[src/rtl/alu_iter_if.sv]
// rtl/alu_iter_if.sv - request/result handshake bundle for alu_iter
interface alu_iter_if #(
  parameter int WIDTH = 32
);
  logic             in_valid;
  logic             in_ready;
  logic [3:0]       alu_ctl;
  logic [WIDTH-1:0] in1;
  logic [WIDTH-1:0] in2;
  logic             out_valid;
  logic             out_ready;
  logic [WIDTH-1:0] out;
  logic             zero;
  logic             illegal;

  modport master (
    output in_valid, alu_ctl, in1, in2, out_ready,
    input  in_ready, out_valid, out, zero, illegal
  );

  modport slave (
    input  in_valid, alu_ctl, in1, in2, out_ready,
    output in_ready, out_valid, out, zero, illegal
  );
endinterface

[src/rtl/alu_iter.sv]
// rtl/alu_iter.sv - registered ALU with iterative shift-add multiply and restoring divide
// Define ALU_ITER_DIV_EN to include the divider (divu/remu); otherwise those opcodes flag illegal.
module alu_iter #(
  parameter int WIDTH = 32
) (
  input logic       clk,
  input logic       rst_n,
  alu_iter_if.slave bus
);
  localparam int SHW   = $clog2(WIDTH);
  localparam int CNT_W = $clog2(WIDTH + 1);

  localparam logic [3:0] OP_AND   = 4'b0000;
  localparam logic [3:0] OP_OR    = 4'b0001;
  localparam logic [3:0] OP_ADD   = 4'b0010;
  localparam logic [3:0] OP_XOR   = 4'b0011;
  localparam logic [3:0] OP_MUL   = 4'b0100;
  localparam logic [3:0] OP_MULHU = 4'b0101;
  localparam logic [3:0] OP_SUB   = 4'b0110;
  localparam logic [3:0] OP_SLTU  = 4'b0111;
  localparam logic [3:0] OP_SGEU  = 4'b1000;
  localparam logic [3:0] OP_SLL   = 4'b1001;
  localparam logic [3:0] OP_SRL   = 4'b1010;
  localparam logic [3:0] OP_SRA   = 4'b1011;
  localparam logic [3:0] OP_NOR   = 4'b1100;
  localparam logic [3:0] OP_DIVU  = 4'b1101;
  localparam logic [3:0] OP_REMU  = 4'b1110;
  localparam logic [3:0] OP_SNE   = 4'b1111;

  typedef enum logic [1:0] {
    IDLE = 2'd0,
    BUSY = 2'd1,
    DONE = 2'd2
  } state_t;

  state_t             state_q;
  state_t             state_d;
  logic [3:0]         op_q;
  logic [CNT_W-1:0]   cnt;
  logic [WIDTH-1:0]   a_q;
  logic [WIDTH-1:0]   b_q;
  logic [2*WIDTH-1:0] acc;
  logic [WIDTH-1:0]   out_q;
  logic               zero_q;
  logic               illegal_q;

  logic               accept;
  logic               in_is_div;
  logic               is_iter;
  logic [WIDTH-1:0]   sc_res;
  logic               sc_illegal;
  logic [SHW-1:0]     shamt;
  logic [WIDTH:0]     mul_sum;
  logic [2*WIDTH-1:0] mul_nxt;
  logic [2*WIDTH-1:0] step_nxt;
  logic [WIDTH-1:0]   iter_res;

  assign bus.in_ready  = (state_q == IDLE) | ((state_q == DONE) & bus.out_ready);
  assign bus.out_valid = (state_q == DONE);
  assign bus.out       = out_q;
  assign bus.zero      = zero_q;
  assign bus.illegal   = illegal_q;

  assign accept = bus.in_valid & bus.in_ready;
  assign shamt  = bus.in2[SHW-1:0];

`ifdef ALU_ITER_DIV_EN
  logic             op_is_div;
  logic [WIDTH:0]   div_shift;
  logic [WIDTH+1:0] div_trial;
  logic             div_neg;
  logic [WIDTH-1:0] div_rem;
  logic [2*WIDTH-1:0] div_nxt;

  assign in_is_div = (bus.alu_ctl == OP_DIVU) | (bus.alu_ctl == OP_REMU);
  assign op_is_div = (op_q == OP_DIVU) | (op_q == OP_REMU);

  // Upper half of acc is the partial remainder, lower half shifts dividend out / quotient in.
  assign div_shift = {acc[2*WIDTH-1:WIDTH], acc[WIDTH-1]};
  assign div_trial = {1'b0, div_shift} - {2'b00, a_q};
  assign div_neg   = div_trial[WIDTH+1];
  assign div_rem   = div_neg ? div_shift[WIDTH-1:0] : div_trial[WIDTH-1:0];
  assign div_nxt   = {div_rem, acc[WIDTH-2:0], ~div_neg};
  assign step_nxt  = op_is_div ? div_nxt : mul_nxt;
`else
  assign in_is_div = 1'b0;
  assign step_nxt  = mul_nxt;
`endif

  assign is_iter = (bus.alu_ctl == OP_MUL) | (bus.alu_ctl == OP_MULHU) | in_is_div;

  // Shift-add: add multiplicand into the high half, then shift the whole accumulator right.
  assign mul_sum = {1'b0, acc[2*WIDTH-1:WIDTH]} + (b_q[0] ? {1'b0, a_q} : {(WIDTH+1){1'b0}});
  assign mul_nxt = {mul_sum, acc[WIDTH-1:1]};

  assign iter_res = ((op_q == OP_MULHU) | (op_q == OP_REMU)) ? step_nxt[2*WIDTH-1:WIDTH]
                                                             : step_nxt[WIDTH-1:0];

  always_comb begin
    sc_res     = '0;
    sc_illegal = 1'b0;
    case (bus.alu_ctl)
      OP_AND:   sc_res = bus.in1 & bus.in2;
      OP_OR:    sc_res = bus.in1 | bus.in2;
      OP_ADD:   sc_res = bus.in1 + bus.in2;
      OP_XOR:   sc_res = bus.in1 ^ bus.in2;
      OP_SUB:   sc_res = bus.in1 - bus.in2;
      OP_NOR:   sc_res = ~(bus.in1 | bus.in2);
      OP_SLTU:  sc_res = WIDTH'(bus.in1 < bus.in2);
      OP_SGEU:  sc_res = WIDTH'(bus.in1 >= bus.in2);
      OP_SNE:   sc_res = WIDTH'(bus.in1 != bus.in2);
      OP_SLL:   sc_res = bus.in1 << shamt;
      OP_SRL:   sc_res = bus.in1 >> shamt;
      OP_SRA:   sc_res = $signed(bus.in1) >>> shamt;
      OP_DIVU,
      OP_REMU:  sc_illegal = 1'b1;
      default:  sc_res = '0;
    endcase
  end

  always_comb begin
    state_d = state_q;
    if (accept) begin
      state_d = is_iter ? BUSY : DONE;
    end else begin
      case (state_q)
        IDLE:    state_d = IDLE;
        BUSY:    if (cnt == CNT_W'(1)) state_d = DONE;
        DONE:    if (bus.out_ready) state_d = IDLE;
        default: state_d = IDLE;
      endcase
    end
  end

  always_ff @(posedge clk) begin
    if (!rst_n) begin
      state_q <= IDLE;
    end else begin
      state_q <= state_d;
    end
  end

  always_ff @(posedge clk) begin
    if (!rst_n) begin
      op_q      <= '0;
      cnt       <= '0;
      a_q       <= '0;
      b_q       <= '0;
      acc       <= '0;
      out_q     <= '0;
      zero_q    <= 1'b1;
      illegal_q <= 1'b0;
    end else if (accept) begin
      op_q <= bus.alu_ctl;
      if (is_iter) begin
        cnt <= CNT_W'(WIDTH);
        a_q <= in_is_div ? bus.in2 : bus.in1;
        b_q <= bus.in2;
        acc <= in_is_div ? {{WIDTH{1'b0}}, bus.in1} : '0;
      end else begin
        out_q     <= sc_res;
        zero_q    <= ~|sc_res;
        illegal_q <= sc_illegal;
      end
    end else if (state_q == BUSY) begin
      cnt <= cnt - CNT_W'(1);
      acc <= step_nxt;
      b_q <= b_q >> 1;
      if (cnt == CNT_W'(1)) begin
        out_q     <= iter_res;
        zero_q    <= ~|iter_res;
        illegal_q <= 1'b0;
      end
    end
  end
endmodule

[src/flat_wrapper.sv]
// flat-port wrapper written by rule: the top's interface ports become plain ports
module alu_iter_flat 
#(
  parameter int WIDTH = 32
)
  (clk, rst_n, bus_in_valid, bus_alu_ctl, bus_in1, bus_in2, bus_out_ready, bus_in_ready, bus_out_valid, bus_out, bus_zero, bus_illegal);
  alu_iter_if #(.WIDTH(WIDTH)) bus_i ();
  input logic clk;
  input logic rst_n;
  input wire logic [$bits(bus_i.in_valid)-1:0] bus_in_valid;
  input wire logic [$bits(bus_i.alu_ctl)-1:0] bus_alu_ctl;
  input wire logic [$bits(bus_i.in1)-1:0] bus_in1;
  input wire logic [$bits(bus_i.in2)-1:0] bus_in2;
  input wire logic [$bits(bus_i.out_ready)-1:0] bus_out_ready;
  output wire logic [$bits(bus_i.in_ready)-1:0] bus_in_ready;
  output wire logic [$bits(bus_i.out_valid)-1:0] bus_out_valid;
  output wire logic [$bits(bus_i.out)-1:0] bus_out;
  output wire logic [$bits(bus_i.zero)-1:0] bus_zero;
  output wire logic [$bits(bus_i.illegal)-1:0] bus_illegal;
  assign bus_i.in_valid = bus_in_valid;
  assign bus_i.alu_ctl = bus_alu_ctl;
  assign bus_i.in1 = bus_in1;
  assign bus_i.in2 = bus_in2;
  assign bus_i.out_ready = bus_out_ready;
  assign bus_in_ready = bus_i.in_ready;
  assign bus_out_valid = bus_i.out_valid;
  assign bus_out = bus_i.out;
  assign bus_zero = bus_i.zero;
  assign bus_illegal = bus_i.illegal;
  alu_iter #(.WIDTH(WIDTH)) u_core (.clk(clk), .rst_n(rst_n), .bus(bus_i));
endmodule
[config.mk]
export PLATFORM = sky130hd
export DESIGN_NAME = alu_iter_flat
export DESIGN_NICKNAME = d
export VERILOG_FILES = /design/src/rtl/alu_iter_if.sv /design/src/rtl/alu_iter.sv /design/src/flat_wrapper.sv
export SDC_FILE = /design/constraint.sdc
export NUM_CORES = 1
export LEC_CHECK = 0
export ABC_AREA = 1
export BUFFER_PORTS_ARGS = -buffer_cell sky130_fd_sc_hd__buf_2
export CORE_ASPECT_RATIO = 2
export CORE_MARGIN = 2
export CORE_UTILIZATION = 29
export CTS_CLUSTER_SIZE = 28
export DETAILED_ROUTE_END_ITERATION = 16
export GPL_ROUTABILITY_DRIVEN = 0
export SYNTH_ARGS = -nofsm -noshare
export SYNTH_HDL_FRONTEND = slang
export SYNTH_SLANG_ARGS = --single-unit
export TNS_END_PERCENT = 20
[constraint.sdc]
create_clock -name clk -period 2.9 [get_ports clk]
set_input_delay 0.29 -clock clk [delete_from_list [all_inputs] [get_ports clk]]
set_output_delay 0.29 -clock clk [all_outputs]
set_load 0.02 [all_outputs]
==> results of run 1 <==
==> flip-flops by register name, indices dropped and copies added (netlist names) <==
signal,cells
u_core.cnt,6
u_core.acc,63
u_core.bus.illegal,1
u_core.bus.out,32
u_core.bus.zero,1
u_core.b_q,32
u_core.op_q,4
u_core.state_q,2
u_core.a_q,32
==> worst min-delay path by stage <==
stage,start,to,cells past startpoint
finish,bus_in1[27],u_core.a_q[27],4
global route,bus_in1[25],u_core.a_q[25],4
CTS,bus_in1[27],u_core.a_q[27],4
detailed placement,u_core.bus.illegal,u_core.bus.illegal,2
global placement,u_core.bus.out[5],u_core.bus.out[5],2
floorplan,u_core.acc[1],u_core.acc[1],2
==> final cells by class <==
cell class	count	area (µm²)	share of cell area, %
Multi-Input combinational cell	2875	14600	55.0
Timing Repair Buffer	687	5080	19.2
Clock buffer	28	657	2.48
Sequential cell	173	3470	13.1
Inverter	412	1550	5.85
Clock inverter	4	26.3	0.0993
Tap cell	890	1110	4.21
Antenna cell	2	5.00	0.0189
==> logic make-up after synthesis <==
family                   synth area share (%)
AND/OR/NAND/NOR                          47.4
AO/OA/AOI/OAI                            14.3
adder cells (fa/ha/maj)                  8.81
XOR/XNOR                                0.178
buffers and inverters                    11.7
flip-flops                               17.6
==> layout by cell type (no fill, tap or decap), types with 14 or more instances in the layout <==
cell	netlist	routed
nor2_2	8	29
buf_12	0	15
o21bai_1	14	14
clkbuf_16	0	25
nand4_1	41	41
a31oi_1	35	35
nand3_1	595	579
nand3_2	0	14
a21oi_2	0	26
nor3_1	32	28
ha_1	134	119
inv_2	16	21
nand2_2	9	35
o211ai_1	27	27
buf_2	50	107
nor2_1	267	241
dfxtp_1	173	172
o21ai_1	19	23
inv_1	394	388
nand2_1	1232	1204
buf_4	8	564
a21oi_1	255	227
o21ai_0	141	129
==> cells in the mapped netlist, drive strengths merged <==
master   count
xor2         2
buf         88
a21boi       2
o22ai        9
xnor2        2
a31oi       35
a211oi       3
nor2       277
nand3      595
ha         134
nor4         2
a21o         3
nand2     1242
or2          7
inv        410
nand4       41
a21oi      255
fa           3
dfxtp      173
o21ai      160
and2         7
o21a         3
clkbuf      79
nor3        32
o2111ai      2
clkinv       2
o21bai      14
o221ai       6
nor3b        1
o211ai      27
nand3b       9
and3         1
a211o        1
==> metal layers <==
metal  share of wire, %  wire length, µm
met5              0.035               41
met4                 12            13800
met3                8.1             9320
met2                 48            55400
met1                 32            37300
==> where the power goes <==
group / leakage [nW] / switching (W) / internal [W]
Clock: 0.336 / 0.00109 / 0.00159
Combinational: 11.9 / 0.00234 / 0.00123
Sequential: 1.40 / 0.0000555 / 0.00246
==> timing repair <==
action | CTS | global route
setup buffers | 4 | 2
resized for setup | 63 | 96
setup endpoints to repair | 6 | 19
pin swaps | 16 | 12
hold endpoints to repair | 0 | 0
==> critical path, stage by stage <==
cell	delay (ns)
buf_2	0.13
inv_1	0.10
ha_1	0.39
buf_4	0.18
nand2_1	0.09
nor2_1	0.29
nand2_2	0.25
nor2_1	0.16
nand2_1	0.27
nand3_1	0.19
nand2_1	0.06
nand3_1	0.09
nand4_1	0.22
nor2_1	0.16
nand2_1	0.06
nor2_1	0.18
nand3_1	0.11
nand2_1	0.07
nand2_1	0.04
nand2_1	0.06
==> metrics by stage <==
stage	setup WS (ns)	TNS (ns)	total power [W]	instance area, µm²	hold WS, ns
floorplan	0.113	0	0.00423	19700	0.436
global placement	-0.463	-2.27	0.00585	25100	0.452
detailed placement	-0.423	-2.36	0.00586	25100	0.452
CTS	0.00127	0	0.00854	26000	0.144
global route	-0.136	-0.220	0.00908	26500	0.172
finish	-0.0529	-0.0529	0.00876	26500	0.151
==> flow_summary_export.csv, run 1 <==
group,metric,value,unit
worst_setup_path,worstSetupPathType,"input port to register",
sta,tightest_slew,0.842,ns
sta,rsz0062_at_grt,"yes",
clocking,clkLatencyLatePin,0.52,ns
global_route,grt_pass1_wl,166,mm
drt,via_count,27900,
worst_setup_path,endpoint_kind,"register",
power_and_ir_drop,irDropWorstVdd,0.331,mV
worst_setup_path,worstPathArrival,3.40,ns
clocking,clock_sinks,173,
sta,setup_slack,-0.0529,ns
logic_synthesis,synthCells,3627,
clocking,clockBufferDepth,3,
global_route,first_global_vias,27000,
power_and_ir_drop,power_density,331,nW/µm²
global_route,antenna_found_initial,6,
global_route,groute.usage.overall,32.3,%
logic_synthesis,netlist_area,19700,µm²
global_route,grt_max_degree,73,
placed_design,placedCellCount,5031,
sta,hold_viol_final,0,
logic_synthesis,yosysTopAreaCell,"nand2_1",
drt,dr.pass1.iters,7,
cells_and_area,fin_cells,5071,
placed_design,io_buffers,107,
logic_synthesis,netlist_top_cells_area,"nand2_1 (23%), dfxtp_1 (18%), nand3_1 (15%), ha_1 (8.5%), inv_1 (7.5%)",
worst_setup_path,start_kind,"input port",
clocking,cts-root-buf,"clkbuf_16",
logic_synthesis,syn_nets,3836,
cells_and_area,drive_gt1_share,21.5,%
floorplanning,core.rowCount,135,
cells_and_area,fill_cells,7497,
sta,fmax,339,MHz
run_status,violations,"negative setup slack",
sta,drv_slew,0,
sta,setup_viol_count_final,1,
worst_setup_path,rr_worst_depth,17,
drt,drc,0,
power_and_ir_drop,p_leak,13.7,nW
worst_hold_path,hold_class,"input port to register",
logic_synthesis,synth_cell_types,44,
sta,relSlewSlack,43.9,%
floorplanning,initial_core_util,29.2,%
placed_design,dp_hpwl,88.5,mm
worst_setup_path,worstSetupEndpoint,"u_core.bus.zero",
floorplanning,die_h,373,µm
worst_setup_path,r2r-end,"u_core.bus.zero",
clocking,postCtsHoldBufs,0,
flow_run,maxCapViolCount,0,
cells_and_area,finalNetCount,4383,
drt,wire_per_inst,22.8,µm
sta,period_share,102,%
logic_synthesis,ys_seq_area_share,17.6,%
worst_setup_path,required,3.34,ns
global_route,use_met1,31.5,%
clocking,htree_levels,4,
global_route,top_usage_layer,"met2",
floorplanning,ioPinCount,108,
worst_setup_path,r2r_start,"u_core.b_q[0]",
logic_synthesis,avgSynthCellArea,5.43,µm²
clocking,cts_made_buffers,25,
logic_synthesis,ys_ff_latch,173,
drt,ant_nets,0,
sta,fin_worst_skew,0.0262,ns
drt,viasPerCell,5.51,
floorplanning,die_x,188,µm
cells_and_area,areaGrowthSynthToFinish,34.3,%
global_route,grt_use_met2,56.2,%
worst_setup_path,reg2reg_slack,0.01,ns
worst_setup_path,crit_path_start,"bus_in1[16]",
worst_setup_path,cp_max_fo,5,
drt,drtIter0Drc,3549,
logic_synthesis,synth_top_area_share,23.5,%
global_route,grt_overflow_total,0,
cells_and_area,fin_util,39.2,%
clocking,cts_tree,"done",
run_status,status,"finished, violations left",
logic_synthesis,synth_warnings,0,
clocking,clkSlewWorstSetupHoldPaths,0.07,ns
global_route,met3_usage,6.86,%
drt,wl,116,mm
floorplanning,design.die.area,70200,µm²
sta,min_period,2.95,ns
floorplanning,core-area,67600,µm²
No activity file was read; power rests on OpenSTA's default activity.
==> inputs of run 2 (changes only) <==
--- a/config.mk
+++ b/config.mk
@@ -5,7 +5,6 @@
 export SDC_FILE = /design/constraint.sdc
 export NUM_CORES = 1
 export LEC_CHECK = 0
-export ABC_AREA = 1
 export BUFFER_PORTS_ARGS = -buffer_cell sky130_fd_sc_hd__buf_2
 export CORE_ASPECT_RATIO = 2
 export CORE_MARGIN = 2
==> run 2 against run 1 <==
Effect of this change:
- the run still ends with negative setup slack left
- total power up 7.5%
- cell count down 9.3%
- register-to-register slack worse by 0.99 ns
- synthesized cell count down 23%
- critical path depth down 3
- hold slack better by 0.068 ns
- design area up 17%
- die area up 3.4%
- worst setup slack worse by 1.1 ns
- combinational power up 26%
- flip-flop and latch count unchanged
- utilization up 5.2 points
==> flow_summary_export.csv, run 2 <==
group,metric,value,unit
worst_setup_path,cp_max_fo,10,
global_route,grt_max_degree,64,
logic_synthesis,synthTopCellsByCount,"nand2_1 (362), nor2_1 (197), a21oi_1 (188)",
power_and_ir_drop,p_total,0.00941,W
drt,wl,126,mm
logic_synthesis,avgSynthCellArea,7.27,µm²
run_status,status,"finished, violations left",
floorplanning,core-area,69600,µm²
clocking,cts_made_buffers,17,
drt,via_count,27900,
power_and_ir_drop,swShare,41.4,%
drt,drc,0,
floorplanning,ioPinCount,108,
cells_and_area,design_area,30900,µm²
drt,wire_per_inst,27.4,µm
worst_setup_path,endpoint_kind,"register",
power_and_ir_drop,irDropWorstVdd,0.468,mV
clocking,clkLatencyLatePin,0.49,ns
flow_run,maxCapViolCount,0,
drt,dr.pass1.iters,8,
power_and_ir_drop,seqPwrFrac,26.5,%
sta,hold_viol_final,0,
sta,rsz0062_at_grt,"yes",
global_route,grt_overflow_total,0,
global_route,antenna_found_initial,14,
floorplanning,initial_core_util,29.3,%
floorplanning,die_h,379,µm
drt,ant_nets,0,
clocking,cts-root-buf,"clkbuf_16",
sta,fmax,246,MHz
logic_synthesis,synth_top_area_share,17.0,%
global_route,groute.usage.overall,34.5,%
sta,min_period,4.06,ns
global_route,first_global_vias,27500,
cells_and_area,top_register,"u_core.acc",
logic_synthesis,ys_seq_area_share,17.0,%
logic_synthesis,synth-edff-count,0,
power_and_ir_drop,power_switching,0.00390,W
power_and_ir_drop,p_clk_share,25.8,%
sta,fin_worst_skew,0.0154,ns
worst_setup_path,cp_top_family,"simple AND/OR/NAND/NOR gates",
floorplanning,die_x,192,µm
logic_synthesis,ys_ff_latch,173,
power_and_ir_drop,power_density,305,nW/µm²
clocking,clock_sinks,173,
drt,drtIter0Drc,3134,
sta,setup_slack,-1.16,ns
sta,setup_viol_count_final,40,
cells_and_area,largest_reg_flops,63,
worst_setup_path,path_cells,"buf_2 -> inv_1 -> ha_1 -> a21oi_1 -> o21ai_0 -> a311oi_2 -> buf_4 -> o21ai_0 -> a21oi_1 -> nor4_1 -> buf_4 -> nand4_1 -> nor4_4 -> nand4_1 -> nor4_2 -> nand2_1 -> a41oi_2",
power_and_ir_drop,combPwrFrac,47.7,%
drt,viasPerCell,6.06,
logic_synthesis,yosysMostFrequentCell,"nand2_1",
floorplanning,core.rowCount,137,
placed_design,place_area,28700,µm²
cells_and_area,fill_cells,7078,
worst_setup_path,worstSetupPathType,"input port to register",
logic_synthesis,ys.flop_type,"dfxtp_1",
sta,drv_slew,0,
clocking,htree_levels,4,
sta,relSlewSlack,7.29,%
sta,tightest_slew,1.39,ns
logic_synthesis,synth_cell_types,95,
cells_and_area,areaGrowthSynthToFinish,51.4,%
logic_synthesis,synthCells,2805,
worst_setup_path,critPathSlowestCell,"o21ai_0",
cells_and_area,finalNetCount,3880,
clocking,cts_tree,"done",
logic_synthesis,syn_nets,3014,
worst_setup_path,start_kind,"input port",
logic_synthesis,yosysTopAreaCell,"dfxtp_1",
placed_design,dp_hpwl,93.9,mm
worst_setup_path,crit_buf_inv,4,
logic_synthesis,netlist_area,20400,µm²
logic_synthesis,netlist_top_cells_area,"dfxtp_1 (17%), ha_1 (8.2%), nand2_1 (6.7%), a21oi_1 (4.6%), mux4_2 (4.1%)",
global_route,grt_pass1_wl,179,mm
sta,period_share,140,%
worst_hold_path,hold_class,"input port to register",
power_and_ir_drop,p_leak,13.7,nW
clocking,clockBufferDepth,2,
worst_setup_path,cpPeakStageDelay,0.60,ns
floorplanning,design.die.area,72600,µm²
logic_synthesis,synth_warnings,0,
cells_and_area,drive_gt1_share,39.0,%
cells_and_area,layout_commonest_cell,"buf_4",
clocking,clkSlewWorstSetupHoldPaths,0.08,ns
power_and_ir_drop,power.internal,0.00552,W
worst_setup_path,required,3.31,ns
run_status,violations,"negative setup slack",
placed_design,io_buffers,107,
logic_synthesis,async_flop_share,0,%
worst_setup_path,worstPathArrival,4.47,ns
cells_and_area,final_cell_mix,"buf_4 (937), nand2_1 (349), nor2_1 (188)",
## run 2: layout make-up
cell class	count	area [µm²]	share of cell area (%)
flip-flops and latches	173	3460	11.2
clock buffers	19	443	1.43
well taps	903	1130	3.66
clock inverters	13	134	0.434
inverters	128	497	1.61
repair buffers	1085	8330	27.0
diodes	11	27.5	0.0891
multi-input cells	2266	16900	54.6
## run 2: worst register-to-register path, cell delays in order (launching register included)
cell	delay, ns
dfxtp_2	0.34
and2_4	0.14
ha_4	0.16
fa_2	0.35
a21o_1	0.22
a221oi_4	0.37
buf_6	0.18
xnor2_4	0.07
mux2i_2	0.19
nand4_1	0.22
nor4_2	0.25
nand4_1	0.29
nor4_4	0.36
nand2_2	0.14
nor3_2	0.20
nand3_2	0.14
a41oi_2	0.19
## run 2: per-stage QoR
step	setup slack, ns	hold slack (ns)	utilization [%]	setup TNS, ns	instances
6_report	-1.16	0.218	44.4	-14.29	4598
5_1_grt	-1.24	0.231	44.3	-19.70	4589
4_1_cts	-0.914	0.207	43.3	-11.10	4565
3_5_place_dp	-1.50	0.453	41.2	-29.58	4518
3_3_place_gp	-1.50	0.446	41.2	-28.43	4518
2_1_floorplan	-0.778	0.435	-	-5.61	2805
## run 2: what timing repair did
item | in CTS | in global routing
endpoints found under the hold margin | 0 | 0
setup endpoints to repair | 46 | 48
buffers inserted | 19 | 23
gates cloned | 0 | 0
pin swaps | 66 | 57
hold buffers | 0 | 0
resized for setup | 167 | 119
## run 2: kinds of logic after synthesis
kind of cell	after synthesis	share of synthesized area, %
AOI/OAI and AO/OA	896	30.7
xor gates and xnor gates	33	1.42
adders and majority gates	137	8.52
buffers and inverters	366	7.26
DFF	173	17.0
muxes	149	10.2
and+or+nand+nor	1051	25.0
## run 2: metal layers
layer	GRT usage [%]	vias to the layer above	routed length, µm
li1	-	12200	-
met1	32.8	13000	39100
met2	58.9	1875	60000
met3	9.20	844	11000
met4	33.4	10	15800
met5	0	-	67
## run 2: path summary, 6_finish.rpt
path / to / start / slack [ns] / depth (start not counted)
worst max-delay path: u_core.bus.zero / bus_in1[7] / -1.16 / 17
worst min-delay path: u_core.state_q[1] / bus_out_ready / 0.22 / 4
worst max register to register: u_core.bus.zero / u_core.b_q[0] / -0.98 / 16
worst min register to register: u_core.bus.out[29] / u_core.bus.out[29] / 0.46 / 2
## run 2: power groups by stage
stage / logic (W) / clock network, W / registers [W]
final: 0.00449 / 0.00243 / 0.00249
after global routing: 0.00463 / 0.00252 / 0.00250
after CTS: 0.00410 / 0.00246 / 0.00249
after detailed placement: 0.00404 / 0 / 0.00255
after global placement: 0.00401 / 0 / 0.00254
after floorplan: 0.00180 / 0 / 0.00257
